## src/rtl/if_ctrl_sequencer.sv

```systemverilog
// Instruction-fetch control sequencer: redirect/flush/pause decode plus the trap
// entry/return FSM with pending-interrupt latching, non-nesting and a handler watchdog.
module if_ctrl_sequencer #(
    parameter int unsigned SYNC_STAGES = 2,
    parameter int unsigned TIMEOUT_W   = 16,
    parameter int unsigned TIMEOUT_MAX = 16'hFFFF
) (
    input  logic       clk,
    input  logic       reset_b,
    input  logic       irq_req,
    input  logic       exc_req,
    input  logic       kernel_mode,
    input  logic       load_use,
    input  logic       branch_taken,
    input  logic       jump,
    input  logic       jr,
    input  logic       eret,
    output logic       IF_Flush,
    output logic       IF_Pause,
    output logic [2:0] PCSrc,
    output logic       intruption,
    output logic       exception,
    output logic       IRQ_BACKUP,
    output logic       IRQ_RECOVERY,
    output logic       in_handler,
    output logic       nested_err,
    output logic       watchdog
);

    typedef enum logic [1:0] {
        ST_RUN,
        ST_BACKUP,
        ST_HANDLER,
        ST_RECOVER
    } state_t;

    localparam logic [TIMEOUT_W-1:0] LP_TIMEOUT_MAX = TIMEOUT_W'(TIMEOUT_MAX);

    state_t                 r_state;
    state_t                 w_next_state;
    logic [SYNC_STAGES-1:0] r_irq_sync;
    logic                   r_irq_prev;
    logic                   r_irq_pend;
    logic                   r_exc_pend;
    logic [2:0]             r_held;
    logic [TIMEOUT_W-1:0]   r_cnt;
    logic                   r_nested_err;
    logic                   r_watchdog;

    logic                   w_irq_edge;
    logic                   w_trap_pend;
    logic                   w_flow_state;
    logic                   w_exc_accept;
    logic                   w_serve_exc;
    logic                   w_serve_irq;
    logic [2:0]             w_redirect;
    logic                   w_flow_flush;
    logic                   w_flow_pause;
    logic [2:0]             w_flow_pcsrc;
    logic [TIMEOUT_W-1:0]   w_cnt_inc;

    assign w_irq_edge   = r_irq_sync[SYNC_STAGES-1] & ~r_irq_prev;
    assign w_trap_pend  = r_exc_pend | r_irq_pend;
    assign w_flow_state = (r_state == ST_RUN) || (r_state == ST_HANDLER);
    // Exceptions are only accepted outside a handler and outside kernel code.
    assign w_exc_accept = ((r_state == ST_RUN) || (r_state == ST_RECOVER)) && !kernel_mode;
    assign w_serve_exc  = (r_state == ST_BACKUP) && r_exc_pend;
    assign w_serve_irq  = (r_state == ST_BACKUP) && !r_exc_pend;
    assign w_redirect   = {jr, jump, branch_taken} | r_held;
    assign w_cnt_inc    = (r_cnt == '1) ? r_cnt : r_cnt + TIMEOUT_W'(1);

    assign nested_err = r_nested_err;
    assign watchdog   = r_watchdog;

    always_comb begin
        w_flow_flush = 1'b0;
        w_flow_pause = load_use;
        w_flow_pcsrc = 3'b000;
        if (!load_use) begin
            w_flow_flush = |w_redirect;
            if (w_redirect[0]) begin
                w_flow_pcsrc = 3'b001;
            end else if (w_redirect[2]) begin
                w_flow_pcsrc = 3'b100;
            end else if (w_redirect[1]) begin
                w_flow_pcsrc = 3'b010;
            end
        end
    end

    // Outputs are forced low while reset is asserted, independent of the inputs.
    always_comb begin
        w_next_state = r_state;
        IF_Flush     = 1'b0;
        IF_Pause     = 1'b0;
        PCSrc        = 3'b000;
        intruption   = 1'b0;
        exception    = 1'b0;
        IRQ_BACKUP   = 1'b0;
        IRQ_RECOVERY = 1'b0;
        in_handler   = 1'b0;
        if (reset_b) begin
            case (r_state)
                ST_RUN: begin
                    IF_Flush = w_flow_flush;
                    IF_Pause = w_flow_pause;
                    PCSrc    = w_flow_pcsrc;
                    if (w_trap_pend && !load_use && !kernel_mode) begin
                        w_next_state = ST_BACKUP;
                    end
                end
                ST_BACKUP: begin
                    IRQ_BACKUP   = 1'b1;
                    IF_Flush     = 1'b1;
                    exception    = r_exc_pend;
                    intruption   = ~r_exc_pend;
                    w_next_state = ST_HANDLER;
                end
                ST_HANDLER: begin
                    in_handler = 1'b1;
                    IF_Flush   = w_flow_flush;
                    IF_Pause   = w_flow_pause;
                    PCSrc      = w_flow_pcsrc;
                    if (eret && !load_use) begin
                        w_next_state = ST_RECOVER;
                    end
                end
                ST_RECOVER: begin
                    IRQ_RECOVERY = 1'b1;
                    w_next_state = ST_RUN;
                end
                default: begin
                    w_next_state = ST_RUN;
                end
            endcase
        end
    end

    always_ff @(posedge clk or negedge reset_b) begin
        if (!reset_b) begin
            r_state      <= ST_RUN;
            r_irq_sync   <= '0;
            r_irq_prev   <= 1'b0;
            r_irq_pend   <= 1'b0;
            r_exc_pend   <= 1'b0;
            r_held       <= 3'b000;
            r_cnt        <= '0;
            r_nested_err <= 1'b0;
            r_watchdog   <= 1'b0;
        end else begin
            r_state    <= w_next_state;
            r_irq_sync <= {r_irq_sync[SYNC_STAGES-2:0], irq_req};
            r_irq_prev <= r_irq_sync[SYNC_STAGES-1];

            // A fresh edge arriving while the previous irq is served stays pending.
            if (w_irq_edge) begin
                r_irq_pend <= 1'b1;
            end else if (w_serve_irq) begin
                r_irq_pend <= 1'b0;
            end

            if (exc_req && w_exc_accept) begin
                r_exc_pend <= 1'b1;
            end else if (w_serve_exc) begin
                r_exc_pend <= 1'b0;
            end

            if (exc_req && !w_exc_accept) begin
                r_nested_err <= 1'b1;
            end

            if (w_flow_state && load_use) begin
                r_held <= r_held | {jr, jump, branch_taken};
            end else begin
                r_held <= 3'b000;
            end

            if (r_state == ST_HANDLER) begin
                r_cnt <= w_cnt_inc;
                if (w_cnt_inc >= LP_TIMEOUT_MAX) begin
                    r_watchdog <= 1'b1;
                end
            end else if ((r_state == ST_BACKUP) || (r_state == ST_RECOVER)) begin
                r_cnt <= '0;
            end
        end
    end

endmodule

```

## config.mk

```make
export PLATFORM = sky130hd
export DESIGN_NAME = if_ctrl_sequencer
export DESIGN_NICKNAME = d
export VERILOG_FILES = /design/src/rtl/if_ctrl_sequencer.sv
export SDC_FILE = /design/constraint.sdc
export NUM_CORES = 1
export LEC_CHECK = 0
export BUFFER_PORTS_ARGS = -buffer_cell sky130_fd_sc_hd__clkbuf_2
export CAP_MARGIN = 0
export CORE_ASPECT_RATIO = 0.5
export CORE_MARGIN = 1
export CORE_UTILIZATION = 25
export CTS_BUF_LIST = sky130_fd_sc_hd__clkbuf_16
export DETAILED_ROUTE_END_ITERATION = 12
export PLACE_DENSITY = 0.51
export SETUP_SLACK_MARGIN = 0.3
export SLEW_MARGIN = 20
export SYNTH_ARGS = -nofsm -noshare
export SYNTH_HDL_FRONTEND = slang
export SYNTH_SLANG_ARGS = --single-unit
```

## constraint.sdc

```tcl
create_clock -name clk -period 5.6 [get_ports clk]
set_clock_uncertainty 0.2 [all_clocks]
set_input_delay 0.28 -clock clk [delete_from_list [all_inputs] [get_ports clk]]
set_output_delay 0.28 -clock clk [all_outputs]
set_load 0.02 [all_outputs]
```

### Word-level counts from Yosys, hierarchy flattened

Index checks and enable logic that the tools add are counted.

* bitwise gates (word level): 5
* magnitude comparators: 1
* add/sub/neg operators: 1
* eq/ne operators: 6
* reduce and logical (&&, ||, !) cells: 24
* multiplexer cells: 32

Operator list (count)
* 16-bit two-way mux: 3
* 1-bit two-way mux: 18
* 3-bit two-way mux: 6
* 16-bit by 1-bit adder with 16-bit output, second input constant: 1
* 16-bit equality test, second input constant: 1
* 16-bit >= comparator, second input constant: 1
* 1-bit logical AND: 9
* 2-bit one-hot mux with 4 select lines: 1
* 2-bit two-way mux: 3
* 2-bit nonzero test: 3
* 2-bit equality test, second input constant: 2
* 1-bit logical NOT: 4
* 2-bit by 1-bit inequality test with 1-bit output, second input constant: 2
* 1-bit logical OR: 3
* 3-bit OR: 1
* 3-bit AND reduction: 1
* 3-bit OR reduction: 1
* 2-bit by 1-bit equality test with 1-bit output, second input constant: 1
* 2-bit logical NOT: 1
* 1-bit NOT: 2
* 1-bit one-hot mux with 2 select lines: 1
* 2-bit AND reduction: 1
* 2-bit OR reduction: 1
* 1-bit AND: 1
* 1-bit OR: 1

* logic and storage cells: 78
* bits in registers: 28
* input port bits: 10
* output and inout bits: 12

### Longest topological paths before layout

* word-level depth: 7
* mapped depth: 7
* depth with buffers taken out: 6

### Worst setup path after synthesis

OpenSTA, ideal clock, no wires.

* path type: reg2out
* from: register r_state[0]
* to: output PCSrc[1]
* data required time: 5.120 ns
* arrival: 2.088 ns
* path slack: 3.032 ns
* cell stages (with the launch flop): 6
* path buffers: 0
* cell sequence: dfrtp_1 -> inv_1 -> ha_1 -> nor2_1 -> or4b_2 -> nor4_1

* longest elaborated chain between the ends: 4
* elaborated cells between the ends (all ways): 5
* classes of those cells: eq/ne: 1; mux: 2; reduce/logical: 2

RTL lines
* from (decl): line 39 `state_t r_state;`
* from (signal assigned): line 151 `r_state <= w_next_state;`
* 2-bit equality test / 2-bit logical NOT (equally long branches): line 103 `case (r_state)`
* 2-bit OR reduction (no line) (*)
* 3-bit two-way mux (*): line 103
* 3-bit two-way mux (*): line 102 `if (reset_b) begin`
* to (decl): line 20 `output logic [2:0] PCSrc,`

Mark *: on every way between the ends. The rest lies on a longest branch, timed or not.

### Worst setup path in the final report

* from: input reset_b
* to: output PCSrc[1]

* longest elaborated chain between the ends: 1

RTL lines
* from (decl): line 9 `input logic reset_b,`
* 3-bit two-way mux: line 102

Every way passes these cells.

==> run_results.csv <==
group,metric,value,unit
synthesis,synth_compound_area_frac,0.214,
setup_path,cp_max_fo,33,
sta,setup_violations,0,
setup_path,arrival,2.67,ns
setup_path,worst_path_most_repeated_cell,"clkbuf_2",
hold_path,hp-class,"input pin to register",
sta,worstMarginPinSlew,0.854,ns
layout,nFillCells,744,
synthesis,synth_nets,223,
synthesis,synth_flop_cell,"dfrtp_1",
synthesis,synth.distinct_cells,43,
power,comb_power_share,0.353,
setup_path,critical_path.max_stage_delay,0.69,ns
detailed_routing,postRouteAntennaNets,0,
synthesis,avgSynthCellArea,8.58,um2
cts,clkSlewWorstSetupHoldPaths,0.07,ns
layout,multi_input_area,942,um2
cts,cts_buffers,3,
sta,holdWs,0.0504,ns
cts,cts.sinks,28,
setup_path,worst_ep_required_time,5.12,ns
power,p_leak,0.840,nW
global_route,grt_pass1_wl,7.11,mm
cts,cts_resized,0,
synthesis,synthAdderAreaFrac,0.0423,
power,switching_share,0.380,
sta,maxSlewHeadroom,0.431,
detailed_routing,drtIter0Drc,97,
sta,rsz0062_at_grt,"no",
sta,setup_tns,0,ns
global_route,grt_pass1_vias,1418,
floorplan,start_util,0.262,
sta,max_freq,317,MHz
power,p_clk_frac,0.301,
power,seqPwrFrac,0.346,
synthesis,syn_area,0.00178,mm2
cts,post_cts_buffers,0,
cts,cts-root-buf,"clkbuf_16",
detailed_routing,vias,1572,
synthesis,synth_top_family_by_area,"simple AND/OR/NAND/NOR gates",
synthesis,syn_inst,207,
setup_path,end_kind,"output port",
synthesis,synthTopCellsByCount,"28 x dfrtp_1, 28 x nor2_1, 19 x o21ai_0",
setup_path,crit_buf_inv,5,
sta,final-hold-violation-count,0,
power,internal_power,0.000451,W
synthesis,synth_xor_xnor_area_share,0,
sta,slew_viol_final,0,
setup_path,path_cells,"dlygate4sd3_1 > clkbuf_2 > buf_4 > inv_1 > or4b_2 > nor4_1 > clkbuf_2",
place,port_buffers,21,
detailed_routing,wl,4.30,mm
floorplan,io-pin-count,22,
setup_path,startpoint_type,"input pin",
power,ir_worst_vdd,0.186,mV
synthesis,synth_edf_count,0,
global_route,grt_max_degree,34,
global_route,grt_use_total,0.123,
power,power_switching,0.000277,W
synthesis,synthArstFlopShare,1.00,
cts,clk_path_buf_depth,2,
cts,cts_tree,"built",
place,place_worst_setup_slack,2.89,ns
synthesis,muxShareOfSynthArea,0.0338,
sta,fin_crit_sh,0.563,
synthesis,yosysTopAreaCell,"dfrtp_1",
layout,drive_above_1_share,0.148,
floorplan,core_area,0.00678,mm2
layout,final-seq-area,701,um2
layout,synthToLayoutAreaGrowth,15.6,%
synthesis,synthSimpleGateAreaFrac,0.241,
sta,fin_crit,3.15,ns
cts,clk_latency,0.27,ns
layout,layout.nets,240,
power,p_per_area,354,mW/mm2
flow_run,maxCapViolations,0,
detailed_routing,drc_errors,0,
synthesis,ys_seq_area_frac,0.395,
global_route,antenna_found_initial,0,
synthesis,ys_ff_latch,28,
outcome,outcome,"completed",
setup_path,worstSetupPathType,"input pin to output port",
setup_path,cp_top_family,"buffers and inverters",
global_route,grt_remaining_overflow,0,
floorplan,fp-row-count,21,
synthesis,yosysWarnings,0,
sta,setup_ws,2.45,ns
place,dp_hpwl,3.05,mm
setup_path,crit_slowest_cell,"or4b_2",
layout,diodes,0,
place,gp_congestion,0.892,
synthesis,synth_area_leaders,"dfrtp_1 39%, nor2_1 5.9%, o21ai_0 5.4%, ha_1 4.2%, mux2i_1 3.4%",
detailed_routing,avgViaCountPerCell,4.99,
floorplan,dieHeight,61.6,um
detailed_routing,first_pass_iters,4,
floorplan,fp.dieW,121,um
floorplan,die_area,0.00746,mm2
synthesis,synth.top_cell.area_share,0.395,
cts,htreeDepth,1,
cts,hold_buffers,2,
detailed_routing,post_drt_wl_per_cell,13.7,um
## registers in the layout (all words and copies together), names as in the netlist
register and count:
r_cnt 16, r_held 3, r_irq_sync 2, r_state 2, nested_err 1, r_exc_pend 1, r_irq_pend 1, r_irq_prev 1
watchdog 1
## kinds of logic (layout without fill, tap and decap cells)
logic type | after synthesis | after routing
muxes | 6 | 6
and+or+nand+nor | 84 | 84
AOI/OAI and AO/OA | 57 | 57
DFF | 28 | 28
buffers and inverters | 26 | 42
adders and majority gates | 6 | 6
## worst register-to-register path, cell delays in order, from the launching register on
cell,delay (ns)
dfrtp_1,0.44
ha_1,0.31
nand4_1,0.21
nor4_1,0.62
buf_4,0.26
nor3_1,0.09
a21oi_1,0.20
o41ai_2,0.10
## final timing paths
kind | slack [ns] | endpoint | startpoint | cells after the start
setup / recovery | 2.45 | PCSrc[1] | reset_b | 7
hold / removal | 0.05 | r_exc_pend | exc_req | 2
setup reg to reg | 3.06 | watchdog | r_cnt[1] | 7
hold reg to reg | 0.16 | r_irq_sync[1] | r_irq_sync[0] | 0
max in group asynchronous | 4.52 | r_state[0] | reset_b | 3
min in group asynchronous | 0.37 | r_cnt[9] | reset_b | 3
## layout by cell type (no fill, tap or decap), types with 2 or more instances in the layout
cell	Yosys	layout
nor2_1	28	28
dfrtp_1	28	28
clkbuf_2	0	21
o21ai_0	19	19
nand2_1	15	15
inv_1	13	13
a21oi_1	11	11
nor4_1	8	8
nand3_1	8	8
nor3_1	6	6
mux2i_1	6	6
ha_1	6	6
a31oi_1	5	5
nand4_1	5	5
and2_1	3	3
o22a_1	3	3
o22ai_1	3	3
clkbuf_16	0	3
nand2b_1	2	2
or3_1	2	2
o41ai_1	2	2
a22oi_1	2	2
a22o_1	2	2
dlygate4sd3_1	0	2
buf_4	1	2
## area by class of cell
type | instances | share of cell area
inverter | 13 | 0.0238
clock inverter | 1 | 0.0146
clock buffer | 3 | 0.0366
tap | 92 | 0.0561
sequential | 28 | 0.341
multi-input combinational | 153 | 0.459
timing repair buffer | 25 | 0.0683
## power by group through the flow
stage | Combinational, W | Clock, W | Sequential, W
floorplan | 0.000194 | 0 | 0.000250
global placement | 0.000254 | 0 | 0.000255
detailed placement | 0.000256 | 0 | 0.000256
CTS | 0.000259 | 0.000223 | 0.000252
global route | 0.000289 | 0.000231 | 0.000257
finish | 0.000257 | 0.000219 | 0.000252
## metrics by stage
stage	power, W	util	std cells	instance area, um2
2_1_floorplan	0.000444	-	207	1780
3_3_place_gp	0.000508	0.284	309	1930
3_5_place_dp	0.000513	0.284	309	1930
4_1_cts	0.000734	0.303	315	2050
5_1_grt	0.000777	0.303	315	2050
6_report	0.000727	0.303	315	2050
## routing by layer
metal  routed length, um  global-route usage
met2                1870               0.188
met3                 183              0.0306
met4                  14              0.0335
met1                2230               0.175
met5                   0                   0
(Power assumes the default switching activity.)
